**src/rtl/and_request_dispatch_if.sv**
```systemverilog
// AND request dispatch bus: request in, terminal result out,
// computed-table miss out, plus statistics counters.
interface and_request_dispatch_if #(
  parameter int IDX_W = 30,
  parameter int TAG_W = 8,
  parameter int CNT_W = 16
);
  logic             req_valid;
  logic             req_ready;
  logic [IDX_W-1:0] req_f;
  logic [IDX_W-1:0] req_g;
  logic [TAG_W-1:0] req_tag;

  logic             res_valid;
  logic             res_ready;
  logic [IDX_W-1:0] res_value;
  logic [TAG_W-1:0] res_tag;

  logic             miss_valid;
  logic             miss_ready;
  logic [IDX_W-1:0] miss_f;
  logic [IDX_W-1:0] miss_g;
  logic [TAG_W-1:0] miss_tag;

  logic             cnt_clear;
  logic [CNT_W-1:0] hit_count;
  logic [CNT_W-1:0] miss_count;

  modport master (
    output req_valid, req_f, req_g, req_tag,
    input  req_ready,
    input  res_valid, res_value, res_tag,
    output res_ready,
    input  miss_valid, miss_f, miss_g, miss_tag,
    output miss_ready,
    output cnt_clear,
    input  hit_count, miss_count
  );

  modport slave (
    input  req_valid, req_f, req_g, req_tag,
    output req_ready,
    output res_valid, res_value, res_tag,
    input  res_ready,
    output miss_valid, miss_f, miss_g, miss_tag,
    input  miss_ready,
    input  cnt_clear,
    output hit_count, miss_count
  );
endinterface

```
**src/rtl/and_request_dispatch.sv**
```systemverilog
// Single-entry BDD AND dispatcher: terminal cases answered directly,
// others canonicalised (min,max) and forwarded to the computed table.
module and_request_dispatch #(
  parameter int IDX_W = 30,
  parameter int TAG_W = 8,
  parameter int CNT_W = 16,
  parameter logic [IDX_W-1:0] BDD_ZERO = '0,
  parameter logic [IDX_W-1:0] BDD_ONE  = IDX_W'(1)
) (
  input  logic clk,
  input  logic reset,
  and_request_dispatch_if.slave bus
);

  typedef enum logic [1:0] {
    EMPTY,
    RES_PEND,
    MISS_PEND
  } state_t;

  state_t           state_q, state_d;
  logic [IDX_W-1:0] res_value_q, res_value_d;
  logic [TAG_W-1:0] res_tag_q, res_tag_d;
  logic [IDX_W-1:0] miss_f_q, miss_f_d;
  logic [IDX_W-1:0] miss_g_q, miss_g_d;
  logic [TAG_W-1:0] miss_tag_q, miss_tag_d;
  logic [CNT_W-1:0] hit_cnt_q, hit_cnt_d;
  logic [CNT_W-1:0] miss_cnt_q, miss_cnt_d;

  logic             res_fire;
  logic             miss_fire;
  logic             req_ready;
  logic             req_fire;
  logic             is_zero;
  logic             is_f;
  logic             is_g;
  logic             hit;
  logic [IDX_W-1:0] term_val;
  logic [IDX_W-1:0] lo_idx;
  logic [IDX_W-1:0] hi_idx;

  assign res_fire  = (state_q == RES_PEND) && bus.res_ready;
  assign miss_fire = (state_q == MISS_PEND) && bus.miss_ready;
  assign req_ready = (state_q == EMPTY) || res_fire || miss_fire;
  assign req_fire  = bus.req_valid && req_ready;

  // complement edge lives in the LSB: f and !f differ only there
  always_comb begin
    is_zero = (bus.req_f == BDD_ZERO) ||
              (bus.req_g == BDD_ZERO) ||
              ((bus.req_f ^ bus.req_g) == IDX_W'(1));
    is_f    = (bus.req_f == bus.req_g) ||
              (bus.req_g == BDD_ONE);
    is_g    = (bus.req_f == BDD_ONE);
    hit     = is_zero || is_f || is_g;
    if (is_zero)   term_val = BDD_ZERO;
    else if (is_f) term_val = bus.req_f;
    else           term_val = bus.req_g;
    if (bus.req_f < bus.req_g) begin
      lo_idx = bus.req_f;
      hi_idx = bus.req_g;
    end else begin
      lo_idx = bus.req_g;
      hi_idx = bus.req_f;
    end
  end

  always_comb begin
    state_d     = state_q;
    res_value_d = res_value_q;
    res_tag_d   = res_tag_q;
    miss_f_d    = miss_f_q;
    miss_g_d    = miss_g_q;
    miss_tag_d  = miss_tag_q;
    if (req_fire) begin
      if (hit) begin
        state_d     = RES_PEND;
        res_value_d = term_val;
        res_tag_d   = bus.req_tag;
      end else begin
        state_d    = MISS_PEND;
        miss_f_d   = lo_idx;
        miss_g_d   = hi_idx;
        miss_tag_d = bus.req_tag;
      end
    end else if (res_fire || miss_fire) begin
      state_d = EMPTY;
    end
  end

  // clear wins over a same-cycle increment; counts stick at all-ones
  always_comb begin
    hit_cnt_d  = hit_cnt_q;
    miss_cnt_d = miss_cnt_q;
    if (bus.cnt_clear) begin
      hit_cnt_d  = '0;
      miss_cnt_d = '0;
    end else if (req_fire) begin
      if (hit && (hit_cnt_q != '1))
        hit_cnt_d = hit_cnt_q + CNT_W'(1);
      if (!hit && (miss_cnt_q != '1))
        miss_cnt_d = miss_cnt_q + CNT_W'(1);
    end
  end

  always_ff @(posedge clk or posedge reset) begin
    if (reset) begin
      state_q     <= EMPTY;
      res_value_q <= '0;
      res_tag_q   <= '0;
      miss_f_q    <= '0;
      miss_g_q    <= '0;
      miss_tag_q  <= '0;
      hit_cnt_q   <= '0;
      miss_cnt_q  <= '0;
    end else begin
      state_q     <= state_d;
      res_value_q <= res_value_d;
      res_tag_q   <= res_tag_d;
      miss_f_q    <= miss_f_d;
      miss_g_q    <= miss_g_d;
      miss_tag_q  <= miss_tag_d;
      hit_cnt_q   <= hit_cnt_d;
      miss_cnt_q  <= miss_cnt_d;
    end
  end

  assign bus.req_ready  = req_ready;
  assign bus.res_valid  = (state_q == RES_PEND);
  assign bus.res_value  = res_value_q;
  assign bus.res_tag    = res_tag_q;
  assign bus.miss_valid = (state_q == MISS_PEND);
  assign bus.miss_f     = miss_f_q;
  assign bus.miss_g     = miss_g_q;
  assign bus.miss_tag   = miss_tag_q;
  assign bus.hit_count  = hit_cnt_q;
  assign bus.miss_count = miss_cnt_q;

endmodule

```
**src/flat_wrapper.sv**
```systemverilog
// flat-port wrapper written by rule: the top's interface ports become plain ports
module and_request_dispatch_flat 
#(
  parameter int IDX_W = 30,
  parameter int TAG_W = 8,
  parameter int CNT_W = 16,
  parameter logic [IDX_W-1:0] BDD_ZERO = '0,
  parameter logic [IDX_W-1:0] BDD_ONE  = IDX_W'(1)
)
  (clk, reset, bus_req_valid, bus_req_f, bus_req_g, bus_req_tag, bus_req_ready, bus_res_valid, bus_res_value, bus_res_tag, bus_res_ready, bus_miss_valid, bus_miss_f, bus_miss_g, bus_miss_tag, bus_miss_ready, bus_cnt_clear, bus_hit_count, bus_miss_count);
  and_request_dispatch_if #(.IDX_W(IDX_W), .TAG_W(TAG_W), .CNT_W(CNT_W)) bus_i ();
  input  logic clk;
  input  logic reset;
  input wire logic [$bits(bus_i.req_valid)-1:0] bus_req_valid;
  input wire logic [$bits(bus_i.req_f)-1:0] bus_req_f;
  input wire logic [$bits(bus_i.req_g)-1:0] bus_req_g;
  input wire logic [$bits(bus_i.req_tag)-1:0] bus_req_tag;
  output wire logic [$bits(bus_i.req_ready)-1:0] bus_req_ready;
  output wire logic [$bits(bus_i.res_valid)-1:0] bus_res_valid;
  output wire logic [$bits(bus_i.res_value)-1:0] bus_res_value;
  output wire logic [$bits(bus_i.res_tag)-1:0] bus_res_tag;
  input wire logic [$bits(bus_i.res_ready)-1:0] bus_res_ready;
  output wire logic [$bits(bus_i.miss_valid)-1:0] bus_miss_valid;
  output wire logic [$bits(bus_i.miss_f)-1:0] bus_miss_f;
  output wire logic [$bits(bus_i.miss_g)-1:0] bus_miss_g;
  output wire logic [$bits(bus_i.miss_tag)-1:0] bus_miss_tag;
  input wire logic [$bits(bus_i.miss_ready)-1:0] bus_miss_ready;
  input wire logic [$bits(bus_i.cnt_clear)-1:0] bus_cnt_clear;
  output wire logic [$bits(bus_i.hit_count)-1:0] bus_hit_count;
  output wire logic [$bits(bus_i.miss_count)-1:0] bus_miss_count;
  assign bus_i.req_valid = bus_req_valid;
  assign bus_i.req_f = bus_req_f;
  assign bus_i.req_g = bus_req_g;
  assign bus_i.req_tag = bus_req_tag;
  assign bus_req_ready = bus_i.req_ready;
  assign bus_res_valid = bus_i.res_valid;
  assign bus_res_value = bus_i.res_value;
  assign bus_res_tag = bus_i.res_tag;
  assign bus_i.res_ready = bus_res_ready;
  assign bus_miss_valid = bus_i.miss_valid;
  assign bus_miss_f = bus_i.miss_f;
  assign bus_miss_g = bus_i.miss_g;
  assign bus_miss_tag = bus_i.miss_tag;
  assign bus_i.miss_ready = bus_miss_ready;
  assign bus_i.cnt_clear = bus_cnt_clear;
  assign bus_hit_count = bus_i.hit_count;
  assign bus_miss_count = bus_i.miss_count;
  and_request_dispatch #(.IDX_W(IDX_W), .TAG_W(TAG_W), .CNT_W(CNT_W), .BDD_ZERO(BDD_ZERO), .BDD_ONE(BDD_ONE)) u_core (.clk(clk), .reset(reset), .bus(bus_i));
endmodule
```
**config.mk**
```make
export PLATFORM = sky130hd
export DESIGN_NAME = and_request_dispatch_flat
export DESIGN_NICKNAME = d
export VERILOG_FILES = /design/src/rtl/and_request_dispatch_if.sv /design/src/rtl/and_request_dispatch.sv /design/src/flat_wrapper.sv
export SDC_FILE = /design/constraint.sdc
export NUM_CORES = 1
export LEC_CHECK = 0
export ABC_AREA = 1
export BUFFER_PORTS_ARGS = -buffer_cell sky130_fd_sc_hd__clkbuf_2
export CAP_MARGIN = 0
export CORE_MARGIN = 10
export CORE_UTILIZATION = 59
export DETAILED_ROUTE_END_ITERATION = 8
export PLACE_DENSITY = 0.87
export REMOVE_ABC_BUFFERS = 1
export SKIP_CTS_REPAIR_TIMING = 1
export SLEW_MARGIN = 20
export SYNTH_ARGS = -nofsm -noshare
export SYNTH_HDL_FRONTEND = slang
export SYNTH_SLANG_ARGS = --single-unit
export TNS_END_PERCENT = 5
```
**constraint.sdc**
```tcl
create_clock -name clk -period 15.45 [get_ports clk]
set_input_delay 3.8625 -clock clk [delete_from_list [all_inputs] [get_ports clk]]
set_output_delay 3.8625 -clock clk [all_outputs]
set_load 0.01 [all_outputs]
```
==> results.yml <==
synth:
  async_reset_ff_share_pct: 100.0
  synth.distinct_cells: 38
  ys.flop_type: "dfrtp_1"
  yosysSeqAreaShare_pct: 39.86
  yosysWarningCount: 0
  ys_ff_latch: 140
  netlist_area_mm2: 0.008790
  avgSynthCellArea_um2: 7.060
  syn-instance-count: 1245
  synth_edf_count: 0
die:
  start_util_pct: 60.25
  die_h_um: 142.1
  core_region_area_mm2: 0.01459
  dieArea_mm2: 0.02018
  die_w_um: 142.1
  row_count: 44
  ios: 215
critical_path:
  crit_type: "in -> out"
  arrival_ns: 4.29
  crit_fanout: 2
  required_ns: 11.59
  cp-end-kind: "output pin"
  worstSetupStartpointType: "input pin"
clock_network:
  cts_made_buffers: 17
  clk_pin_slew_ns: 0.06
  cts_tree: "done"
  cts-root-buf: "clkbuf_16"
  clkLatencyLatePin_ns: 0.43
  clk_path_buf_depth: 2
  h-tree-depth: 4
  numClockSinks: 140
route:
  route.detailed.drc: 0
  postRouteAntennaNets: 0
  firstDrtPassIters: 5
  avgViaCountPerCell: 5.559
  via_count: 8978
  drt_iter0_markers: 824
  wl_per_cell_um: 16.28
  routed_wl_mm: 26.30
cells_and_area:
  final_util_pct: 70.74
  drive_gt1_share_pct: 19.99
  nNetsFinal: 1524
  multi_input_area_mm2: 0.004541
  area_delta_synth_final_pct: 17.41
  fillers: 1235
  num_antenna_cells: 0
  regArea_mm2: 0.003503
place:
  io_buffers: 214
  dp_hpwl_mm: 18.34
  place.gp.congestion: 0.9205
sta:
  fin_setup_tns_ns: 0
  fmax_mhz: 122.7
  final-setup-viol-count: 0
  slew_headroom_pct: 28.10
  hold_violations: 0
  slew_violations: 0
  timing.final.crit_share_pct: 52.76
  final.min_clock_period_ns: 8.151
  worst_pin_slew_ns: 1.077
  rsz0062_at_grt: "no"
  fin_skew_ns: 0.009698
grt:
  antenna_found_initial: 0
  grt_overflow: 0
  grt_pass1_vias: 8395
  grt_usage_pct: 25.31
  grt_max_degree: 79
  grt_pass1_wl_mm: 41.90
power_and_ir_drop:
  ir_drop_mv: 0.07065
  p_per_area_mw_per_mm2: 91.10
  leakage_nw: 6.005
run:
  drv_cap: 0
status:
  outcome: "complete, no violations"
worst_hold_path:
  hold_path_class: "reg -> reg"
[cell usage in the layout (no fill, tap or decap), types with 5 or more instances in the layout]
cell type,synthesis,layout
xnor2_1,7,7
clkbuf_2,0,214
o21ai_0,52,52
dfrtp_1,140,140
clkbuf_16,0,17
ha_1,32,32
nor2_2,5,5
nand2_1,489,487
inv_2,9,9
inv_1,84,83
nor2_1,99,99
nor3_1,9,9
nand4_1,23,23
a21oi_1,12,12
xor2_1,14,14
nand3_1,178,178
inv_6,0,7
[final timing paths]
kind                                 startpoint                    end  cells past startpoint  slack (ns)
max                              bus_miss_ready          bus_req_ready                      4        7.30
min                        u_core.bus.miss_f[1]   u_core.bus.miss_f[1]                      2        0.48
max reg2reg                   u_core.state_q[1]   u_core.bus.miss_g[3]                     10       12.77
min reg2reg                u_core.bus.miss_f[1]   u_core.bus.miss_f[1]                      2        0.48
max in group asynchronous                 reset  u_core.bus.miss_g[22]                      3       10.57
min in group asynchronous                 reset      u_core.state_q[0]                      2        3.50
[sequential cells by signal, indices dropped and copies added (netlist names)]
signal and cells:
u_core.bus.hit_count 16, u_core.bus.miss_count 16, u_core.bus.miss_f 30, u_core.bus.miss_g 30, u_core.bus.miss_tag 8, u_core.bus.res_tag 8, u_core.bus.res_value 30, u_core.state_q 2
[area by class of cell]
class | count | share of cell area (%)
Sequential cell | 140 | 33.95
Timing Repair Buffer | 218 | 10.67
Clock buffer | 17 | 4.122
Multi-Input combinational cell | 947 | 44.00
Inverter | 94 | 3.492
Tap cell | 184 | 2.231
Clock inverter | 15 | 1.540
[cells in the mapped netlist, types with 3 or more instances]
| library cell | number | area share [%] |
|---|---|---|
| clkbuf_1 | 20 | 0.85 |
| xnor2_1 | 7 | 0.70 |
| inv_1 | 84 | 3.6 |
| nor2_4 | 3 | 0.38 |
| nor3_1 | 9 | 0.51 |
| nand3_1 | 178 | 10 |
| buf_6 | 15 | 1.9 |
| buf_4 | 10 | 0.85 |
| nand3_2 | 3 | 0.34 |
| buf_2 | 18 | 1.0 |
| inv_2 | 9 | 0.38 |
| a21oi_1 | 12 | 0.68 |
| o21ai_0 | 52 | 3.0 |
| nor2_1 | 99 | 4.2 |
| dfrtp_1 | 140 | 40 |
| nor2_2 | 5 | 0.36 |
| nand4_1 | 23 | 1.6 |
| xor2_1 | 14 | 1.4 |
| ha_1 | 32 | 4.6 |
| nand2_1 | 489 | 21 |
[routing by layer]
| metal | part of all wire (%) | up-vias | global-route usage, % | wire length, um |
|---|---|---|---|---|
| li1 | - | 4328 | - | - |
| met1 | 42 | 4215 | 32.64 | 11130 |
| met2 | 46 | 381 | 39.91 | 12180 |
| met3 | 8.4 | 54 | 5.708 | 2216 |
| met4 | 2.9 | 0 | 11.03 | 772 |
| met5 | 0 | - | 0 | 0 |
[worst max-delay path, stage by stage]
cell,delay (ns)
clkbuf_2,0.08
nand2_1,0.08
o211ai_2,0.12
clkbuf_2,0.15
[through the flow]
step,hold slack [ns],cells,setup slack (ns),cell area [um^2],power (mW)
6_report,0.4798,1615,7.299,10320,0.9401
5_1_grt,0.4983,1615,7.277,10320,0.9788
3_5_place_dp,0.4639,1583,7.294,9726,0.5345
3_3_place_gp,0.4616,1583,7.319,9726,0.5301
4_1_cts,0.4815,1615,7.295,10310,0.9421
2_1_floorplan,0.5155,1181,7.522,8377,0.4770
[cells by family (layout without fill, tap and decap cells)]
logic type	Yosys count	count (layout)	synth area share, %
and+or+nand+nor	825	825	40.64
buffers and inverters	158	344	8.740
DFF	140	140	39.86
AOI/OAI and AO/OA	69	69	4.114
adders and majority gates	32	32	4.555
xor gates and xnor gates	21	21	2.093
[report_power, final]
| part | switching (mW) | internal [mW] | leakage (nW) |
|---|---|---|---|
| logic | 0.0888 | 0.0471 | 3.85 |
| clock network | 0.172 | 0.240 | 0.281 |
| registers | 0.0100 | 0.383 | 1.87 |
| total | 0.270 | 0.670 | 6.01 |
No activity file was read; power rests on OpenSTA's default activity.
